--- config.mk ---
export PLATFORM = sky130hd
export DESIGN_NAME = mult_div_unit
export DESIGN_NICKNAME = d
export VERILOG_FILES = /design/src/rtl/mult_div_unit.sv
export SDC_FILE = /design/constraint.sdc
export NUM_CORES = 1
export LEC_CHECK = 0
export BUFFER_PORTS_ARGS = -buffer_cell sky130_fd_sc_hd__buf_2
export CORE_MARGIN = 1.5
export CORE_UTILIZATION = 45
export CTS_CLUSTER_SIZE = 12
export DETAILED_ROUTE_END_ITERATION = 6
export GPL_TIMING_DRIVEN = 0
export PLACE_DENSITY = 0.78
export SYNTH_ARGS = -nofsm -noshare
export SYNTH_HDL_FRONTEND = slang
export SYNTH_SLANG_ARGS = --single-unit
--- constraint.sdc ---
create_clock -name Clk -period 3.05 [get_ports Clk]
set_clock_uncertainty 0.15 [all_clocks]
set_input_delay 0.61 -clock Clk [delete_from_list [all_inputs] [get_ports Clk]]
set_output_delay 0.61 -clock Clk [all_outputs]
set_load 0.02 [all_outputs]
--- src/rtl/mult_div_unit.sv ---
// mult_div_unit: iterative MULT/MULTU/DIV/DIVU engine that feeds the Hi/Lo register file.
// Optional feature macro MDU_FAST_MULT_EN selects a single-cycle multiplier; divides are unaffected.
module mult_div_unit #(
  parameter int WIDTH = 32
) (
  input  logic             Clk,
  input  logic             Rst,
  input  logic             start,
  input  logic [1:0]       op,
  input  logic [WIDTH-1:0] A,
  input  logic [WIDTH-1:0] B,
  output logic [WIDTH-1:0] write_hi,
  output logic [WIDTH-1:0] write_lo,
  output logic             ld_hi,
  output logic             ld_lo,
  output logic             busy,
  output logic             done
);

  localparam int              CW       = (WIDTH > 1) ? $clog2(WIDTH) : 1;
  localparam logic [CW-1:0]   CNT_LOAD = CW'(WIDTH - 1);
  localparam logic [CW-1:0]   CNT_ZERO = {CW{1'b0}};
  localparam logic [WIDTH-1:0] ZERO_W  = {WIDTH{1'b0}};

  typedef enum logic [1:0] {
    IDLE = 2'd0,
    RUN  = 2'd1,
    DONE = 2'd2
  } state_t;

  function automatic logic [WIDTH-1:0] neg_w(input logic [WIDTH-1:0] v);
    neg_w = ~v + {{(WIDTH-1){1'b0}}, 1'b1};
  endfunction

  function automatic logic [2*WIDTH-1:0] neg_2w(input logic [2*WIDTH-1:0] v);
    neg_2w = ~v + {{(2*WIDTH-1){1'b0}}, 1'b1};
  endfunction

  state_t           state_r, state_s;
  logic [CW-1:0]    cnt_r;
  logic [WIDTH-1:0] hi_r, lo_r, mag_b_r;
  logic             is_div_r, neg_res_r, neg_rem_r;
  logic             sign_a_s, sign_b_s;
  logic [WIDTH-1:0] mag_a_s, mag_b_s;
  logic [WIDTH:0]   mul_sum_s, div_shift_s;
  logic [WIDTH-1:0] div_diff_s;
  logic             div_ge_s;
  logic [WIDTH-1:0] step_hi_s, step_lo_s, fin_hi_s, fin_lo_s;
  logic [2*WIDTH-1:0] prod_neg_s;
`ifdef MDU_FAST_MULT_EN
  logic [2*WIDTH-1:0] fast_prod_s;
  assign fast_prod_s = {ZERO_W, mag_a_s} * {ZERO_W, mag_b_s};
`endif

  // State register
  always_ff @(posedge Clk) begin
    if (Rst) begin
      state_r <= IDLE;
    end else begin
      state_r <= state_s;
    end
  end

  // Next-state logic
  always_comb begin
    state_s = state_r;
    case (state_r)
      IDLE: begin
        if (start) begin
`ifdef MDU_FAST_MULT_EN
          if (op[1]) state_s = RUN;
          else       state_s = DONE;
`else
          state_s = RUN;
`endif
        end else begin
          state_s = IDLE;
        end
      end
      RUN: begin
        if (cnt_r == CNT_ZERO) state_s = DONE;
        else                   state_s = RUN;
      end
      DONE:    state_s = IDLE;
      default: state_s = IDLE;
    endcase
  end

  // Operand sign extraction and magnitudes (op[0]=0 means signed)
  always_comb begin
    sign_a_s = ~op[0] & A[WIDTH-1];
    sign_b_s = ~op[0] & B[WIDTH-1];
    if (sign_a_s) mag_a_s = neg_w(A);
    else          mag_a_s = A;
    if (sign_b_s) mag_b_s = neg_w(B);
    else          mag_b_s = B;
  end

  // One iteration: shift-add for multiply, restore-subtract for divide
  always_comb begin
    if (lo_r[0]) mul_sum_s = {1'b0, hi_r} + {1'b0, mag_b_r};
    else         mul_sum_s = {1'b0, hi_r};
    div_shift_s = {hi_r, lo_r[WIDTH-1]};
    div_ge_s    = (div_shift_s >= {1'b0, mag_b_r});
    div_diff_s  = div_shift_s[WIDTH-1:0] - mag_b_r;
    if (is_div_r) begin
      if (div_ge_s) step_hi_s = div_diff_s;
      else          step_hi_s = div_shift_s[WIDTH-1:0];
      step_lo_s = {lo_r[WIDTH-2:0], div_ge_s};
    end else begin
      step_hi_s = mul_sum_s[WIDTH:1];
      step_lo_s = {mul_sum_s[0], lo_r[WIDTH-1:1]};
    end
  end

  // Sign fix-up; a zero divisor keeps the all-ones quotient regardless of signs
  always_comb begin
    prod_neg_s = neg_2w({hi_r, lo_r});
    if (is_div_r) begin
      if (neg_res_r && (mag_b_r != ZERO_W)) fin_lo_s = neg_w(lo_r);
      else                                  fin_lo_s = lo_r;
      if (neg_rem_r) fin_hi_s = neg_w(hi_r);
      else           fin_hi_s = hi_r;
    end else if (neg_res_r) begin
      fin_hi_s = prod_neg_s[2*WIDTH-1:WIDTH];
      fin_lo_s = prod_neg_s[WIDTH-1:0];
    end else begin
      fin_hi_s = hi_r;
      fin_lo_s = lo_r;
    end
  end

  // Datapath: capture on accept, iterate in RUN, hold otherwise
  always_ff @(posedge Clk) begin
    if (Rst) begin
      cnt_r     <= CNT_ZERO;
      hi_r      <= ZERO_W;
      lo_r      <= ZERO_W;
      mag_b_r   <= ZERO_W;
      is_div_r  <= 1'b0;
      neg_res_r <= 1'b0;
      neg_rem_r <= 1'b0;
    end else begin
      case (state_r)
        IDLE: begin
          if (start) begin
            cnt_r     <= CNT_LOAD;
            mag_b_r   <= mag_b_s;
            is_div_r  <= op[1];
            neg_res_r <= sign_a_s ^ sign_b_s;
            neg_rem_r <= sign_a_s;
`ifdef MDU_FAST_MULT_EN
            if (op[1]) begin
              hi_r <= ZERO_W;
              lo_r <= mag_a_s;
            end else begin
              hi_r <= fast_prod_s[2*WIDTH-1:WIDTH];
              lo_r <= fast_prod_s[WIDTH-1:0];
            end
`else
            hi_r <= ZERO_W;
            lo_r <= mag_a_s;
`endif
          end
        end
        RUN: begin
          hi_r <= step_hi_s;
          lo_r <= step_lo_s;
          if (cnt_r != CNT_ZERO) cnt_r <= cnt_r - CW'(1);
        end
        default: begin
        end
      endcase
    end
  end

  // Registered outputs; results leave DONE together with the load strobes
  always_ff @(posedge Clk) begin
    if (Rst) begin
      busy     <= 1'b0;
      done     <= 1'b0;
      ld_hi    <= 1'b0;
      ld_lo    <= 1'b0;
      write_hi <= ZERO_W;
      write_lo <= ZERO_W;
    end else begin
      busy  <= (state_s != IDLE);
      done  <= (state_r == DONE);
      ld_hi <= (state_r == DONE);
      ld_lo <= (state_r == DONE);
      if (state_r == DONE) begin
        write_hi <= fin_hi_s;
        write_lo <= fin_lo_s;
      end
    end
  end

endmodule

# ---- Yosys cells after proc, flatten, opt, wreduce, memory -nomap -nowiden
# Cells that the tools add are included.
dict set report totals {
  register_bits 172
  in_bits 69
  elab_cells 66
}
dict set report op_classes {
  add_sub_neg 8
  magnitude_cmp 1
  n_eq_ne 4
  muxes 22
  bitwise 9
  n_reduce_logical 10
}
# operator n
set ops {}
lappend ops {{$mux W32} 13}
lappend ops {{$add A32 B1 Y32 const B} 4}
lappend ops {{$not A32 Y32} 4}
lappend ops {{$pmux W32 S2} 2}
lappend ops {{$add A64 B1 Y64 const B} 1}
lappend ops {{$not A64 Y64} 1}
lappend ops {{$add A32 B32 Y33} 1}
lappend ops {{$ge A33 B32 Y1} 1}
lappend ops {{$mux W33} 1}
lappend ops {{$reduce_bool A32 Y1} 1}
lappend ops {{$sub A32 B32 Y32} 1}
lappend ops {{$mux W5} 2}
lappend ops {{$pmux W5 S2} 1}
lappend ops {{$logic_not A5 Y1} 1}
lappend ops {{$reduce_bool A5 Y1} 1}
lappend ops {{$sub A5 B1 Y5 const B} 1}
lappend ops {{$ne A2 B2 Y1 const B} 2}
lappend ops {{$pmux W2 S2} 1}
lappend ops {{$reduce_and A2 Y1} 2}
lappend ops {{$reduce_bool A2 Y1} 2}
lappend ops {{$reduce_and A3 Y1} 1}
lappend ops {{$and A1 B1 Y1} 2}
lappend ops {{$eq A2 B1 Y1 const B} 1}
lappend ops {{$eq A2 B2 Y1 const B} 1}
lappend ops {{6 further kinds} 6}

# ---- Logic depth before layout (Yosys ltp)
dict set report logic_depth {
  word_depth 5
  ltp_mapped 14
  ltp_nobuf 13
}

# ---- Worst setup path after synthesis
# No wires, ideal clock.
dict set report synth_timing {
  path_kind {reg-to-reg}
  start {register hi_r[0]}
  end {register hi_r[31]}
  setup_time_ns 0.081
  arrival_ns 3.082
  required_ns 2.819
  path_slack_ns -0.263
  path_stages_with_launch 13
  path_buffers 0
  synth_period_minus_slack_ns 3.313
  path_cell_list {dfxtp_1 ha_1 inv_1 fa_1 nor2b_1 o2111ai_1 a211oi_1 o21ai_0 o31ai_2 a221o_1 a31oi_1 or3_1 a41oi_1}
}
dict set report synth_between {
  elab_chain_len 4
}
# item line_no
set synth_lines {}
lappend synth_lines {{start: declaration} 41} ;# logic [WIDTH-1:0] hi_r, lo_r, mag_b_r;
lappend synth_lines {{start signal: assignment} 167} ;# hi_r <= step_hi_s;
lappend synth_lines {{$add A32 B32 Y33 (tied with other cells)} 101} ;# if (lo_r[0]) mul_sum_s = {1'b0, hi_r} + {1'b0, mag_b_r};
lappend synth_lines {{$mux W33 or $mux W32 (tied branches)} {101, 107}}
lappend synth_lines {{$mux W32 (*)} 106} ;# if (is_div_r) begin
lappend synth_lines {{$pmux W32 S2 (*)} 144} ;# case (state_r)
# Every way passes the cells marked *; elsewhere a longest branch is shown, timed or not.
# A chain may end at the register's enable or synchronous reset.

# ---- Final worst setup path
dict set report layout_timing {
  start {register hi_r[9]}
  end {register hi_r[30]}
}
# Same word-level chain as after synthesis.

==> metrics.md <==
| Metric | Value |
|---|---|
| Status | finished with violations |
| Violated checks | DRC, setup timing |
| CP endpoint kind | flop |
| DRT Wirelength | 49600 um |
| Post-DP HPWL | 36300 um |
| Seq/Total Area, Yosys | 25.7% |
| Crit path arrival time | 3.34 ns |
| Worst setup SP type | flop |
| Area Growth Syn to Fin | 25.6% |
| Min-Delay Path Class | in -> reg |
| Worst slew pin tran | 0.829 ns |
| IO Count | 137 |
| Clk slew on worst S/H paths | 0.08 ns |
| Core Area | 29500 sq um |
| Fin nets | 2139 |
| Grt total ovfl | 0 |
| Max Root-Sink Buffers | 2 |
| Avg WL per Cell | 20.6 um |
| Max-slew headroom | 44.8% |
| Post-route ant nets | 0 |
| Initial drt markers | 1413 |
| Worst R2R Setup Slack | -0.05 ns |
| Top cells by area, synth | dfxtp_1, ha_1, nor2_1, xor2_1, a211oi_1 |
| Post-route setup TNS | -0.228 ns |
| Sw Share | 44.1% |
| Final hold vios | 0 |
| Hold-fix buffers at CTS | 0 |
| Placed cells | 2305 |
| Pwr dens | 601 nW/um^2 |
| Leading cell types by count after synthesis | nor2_1, nand2_1, dfxtp_1, a21oi_1, a211oi_1 |
| GPL Wtd Cong | 0.979 |
| Final setup margin | -0.0536 ns |
| Largest net degree at the start of global routing | 19 |
| Tmin final | 3.10 ns |
| I/O Buffers | 135 |
| Most frequent CP cell | a21oi_4 |
| Max incr delay on CP | 0.38 ns |
| Final Slew Violations | 0 |
| Worst slack at placement | -1.14 ns |
| Non-Filler Instances | 2403 |
| XOR/XNOR Fraction of Synth Area | 10.8% |
| Global-route wire length before repair | 75000 um |
| CTS root buf | clkbuf_16 |
| Reg2Reg Depth | 12 |
| Required @ worst endpoint | 3.29 ns |
| Clock Power Share | 22.0% |
| Mapped Cells | 1780 |
| Most common cell in the synthesized netlist | nor2_1 |
| Post-synthesis compound-gate area fraction | 28.1% |
| Initial antenna violation count | 0 |
| # rows | 63 |
| Netlist cell types | 80 |
| H-tree depth | 4 |
| Total track usage | 30.8% |
| Largest family of logic cells by synthesized area | compound AO/OA/AOI/OAI gates |
| Die Y | 176 um |
| Final Setup Violations | 8 |
| Num Clock Sinks | 172 |
| Yosys top cell by area | dfxtp_1 |
| Net Switching | 4.46 mW |
| Die width | 176 um |
| Commonest register cell after synthesis | dfxtp_1 |
| Die ar. | 30800 sq um |
| Syn_nets | 1920 |
| Worst VDD drop | 0.415 mV |
| Seq cells post-synth | 172 |
| Asr flop ratio synth | 0% |
| Sequential power share | 28.8% |
| Fin crit share | 102% |
| Vias in the first global route | 13.8k |
| Area share of the leading cell type in the synthesized netlist | 25.7% |
| WS Path Type | reg -> reg |
| Initial Utilization | 45.5% |
| Post-Synth Adder-Cell Area | 6.74% |
| Post-layout util | 57.1% |
| Drt first pass iters | 7 |
| Layout cell share with drive strength beyond 1 | 22.8% |
| Yosys warns | 0 |
| Combinational Power Share | 49.2% |
| Leak pwr | 6.59 nW |
| CTS tree | yes |
| Max Cap Viol | 0 |
| EDFF count, synth | 0 |
| Total CTS buffers | 17 |
| Slowest CP cell | dfxtp_1 |
| Drc violations | 2 |
| Clock latency on the worst-skew pair | 0.44 ns |
| Crit Path Max Fanout | 5 |
| Final total power | 10.1 mW |
| Int Power | 5.65 mW |
| Fmax | 322 MHz |
| Cell Area, Synth | 13400 sq um |
| Synth Area in Simple Gates | 19.4% |
| Hold depth | 3 |
| Cell Chain, Critical Path | ha_4 > nand4_1 > a211oi_2 > a21boi_4 > o211ai_1 > buf_4 > a21oi_4 > a21oi_4 > buf_6 > a2111o_1 > a31oi_1 > a22o_1 |
| Syn Area/Cell | 7.53 sq um |
| Via count | 14.8k |
| Fraction of synthesized area in multiplexers | 3.55% |
| Vias per inst | 6.16 |
| RSZ-0062 raised after global routing | true |
-- cell families (layout without fill, tap and decap cells) --
kind of cell,Yosys count,in the layout
flops,172,172
xor+xnor,166,166
buf+inv,193,425
other cells,0,1
fa+ha+maj,71,71
compound gates,565,565
mux,47,47
simple gates,566,566
-- state kept, by name, indices dropped and copies added (netlist names) --
name       cells
neg_rem_r      1
lo_r          32
hi_r          32
mag_b_r       32
cnt_r          5
busy           1
write_lo      32
is_div_r       1
write_hi      32
state_r        2
done           1
neg_res_r      1
-- power groups by stage --
stage | Sequential (mW) | Clock (mW) | Combinational, mW
4_1_cts | 2.87 | 2.21 | 4.47
2_1_floorplan | 2.79 | 0 | 2.86
3_5_place_dp | 2.91 | 0 | 3.92
5_1_grt | 2.93 | 2.32 | 5.33
3_3_place_gp | 2.90 | 0 | 3.86
6_report | 2.92 | 2.22 | 4.98
-- per-stage QoR --
stage	hold slack [ns]	area, sq um
2_1_floorplan	0.296	13400
3_3_place_gp	0.299	14600
3_5_place_dp	0.306	14600
4_1_cts	0.282	16100
5_1_grt	0.307	16800
6_report	0.294	16800
-- cells in the final DEF, fill, tap and decap left out, types with 13 or more instances in the layout --
cell type / n
o211ai_1: 35
a31oi_1: 13
nor4_1: 18
dfxtp_4: 29
nand3_1: 23
clkbuf_1: 81
buf_2: 138
dfxtp_1: 118
nand2_1: 172
nand4_1: 17
nor2_1: 209
inv_1: 63
dfxtp_2: 25
a21o_1: 21
clkbuf_16: 18
mux2i_1: 42
ha_1: 40
nor3_1: 22
ha_4: 19
a21oi_2: 13
buf_4: 76
xor2_1: 91
o31ai_1: 16
or3_1: 20
a21oi_1: 137
xnor2_1: 74
o21ai_0: 79
a211oi_1: 99
a32o_1: 13
-- worst max-delay path: cells and delay by family (launching register included) --
kind | cells | cell delay, ns
flops | 1 | 0.38
fa+ha+maj | 1 | 0.32
compound gates | 8 | 1.59
simple gates | 1 | 0.24
buf+inv | 2 | 0.36
-- final timing paths --
| kind | end | startpoint |
|---|---|---|
| setup / recovery | hi_r[30]$_SDFFE_PP0P_ | hi_r[9]$_SDFFE_PP0P_ |
| hold / removal | mag_b_r[0]$_SDFFE_PP0P_ | B[0] |
| setup reg to reg | hi_r[30]$_SDFFE_PP0P_ | hi_r[9]$_SDFFE_PP0P_ |
| hold reg to reg | write_hi[26]$_SDFFE_PP0P_ | write_hi[26]$_SDFFE_PP0P_ |
-- layer usage --
layer  GRT usage (%)  part of all wire (%)  vias to the layer above
met1            41.8                    42                     6932
met4            9.54                   2.7                        2
li1                -                     -                     6920
met3            6.69                    11                      121
met5               0                  0.18                        -
met2            48.6                    44                      838
-- area by class of cell --
type,count,area [sq um]
flip-flops and latches,172,3580
well taps,390,488
clock buffers,18,439
multi-input cells,1415,10100
inverters,73,280
fillers,2674,12600
plain buffers,104,484
diodes,1,2.50
clock inverters,14,141
repair buffers,216,1310
-- what timing repair did --
action | 4_1_cts | 5_1_grt
gates cloned | 1 | 0
endpoints found under the setup margin | 74 | 86
pin swaps | 47 | 65
buffers inserted | 48 | 33
gates resized for setup | 160 | 134
Power figures use the tool's default switching activity.
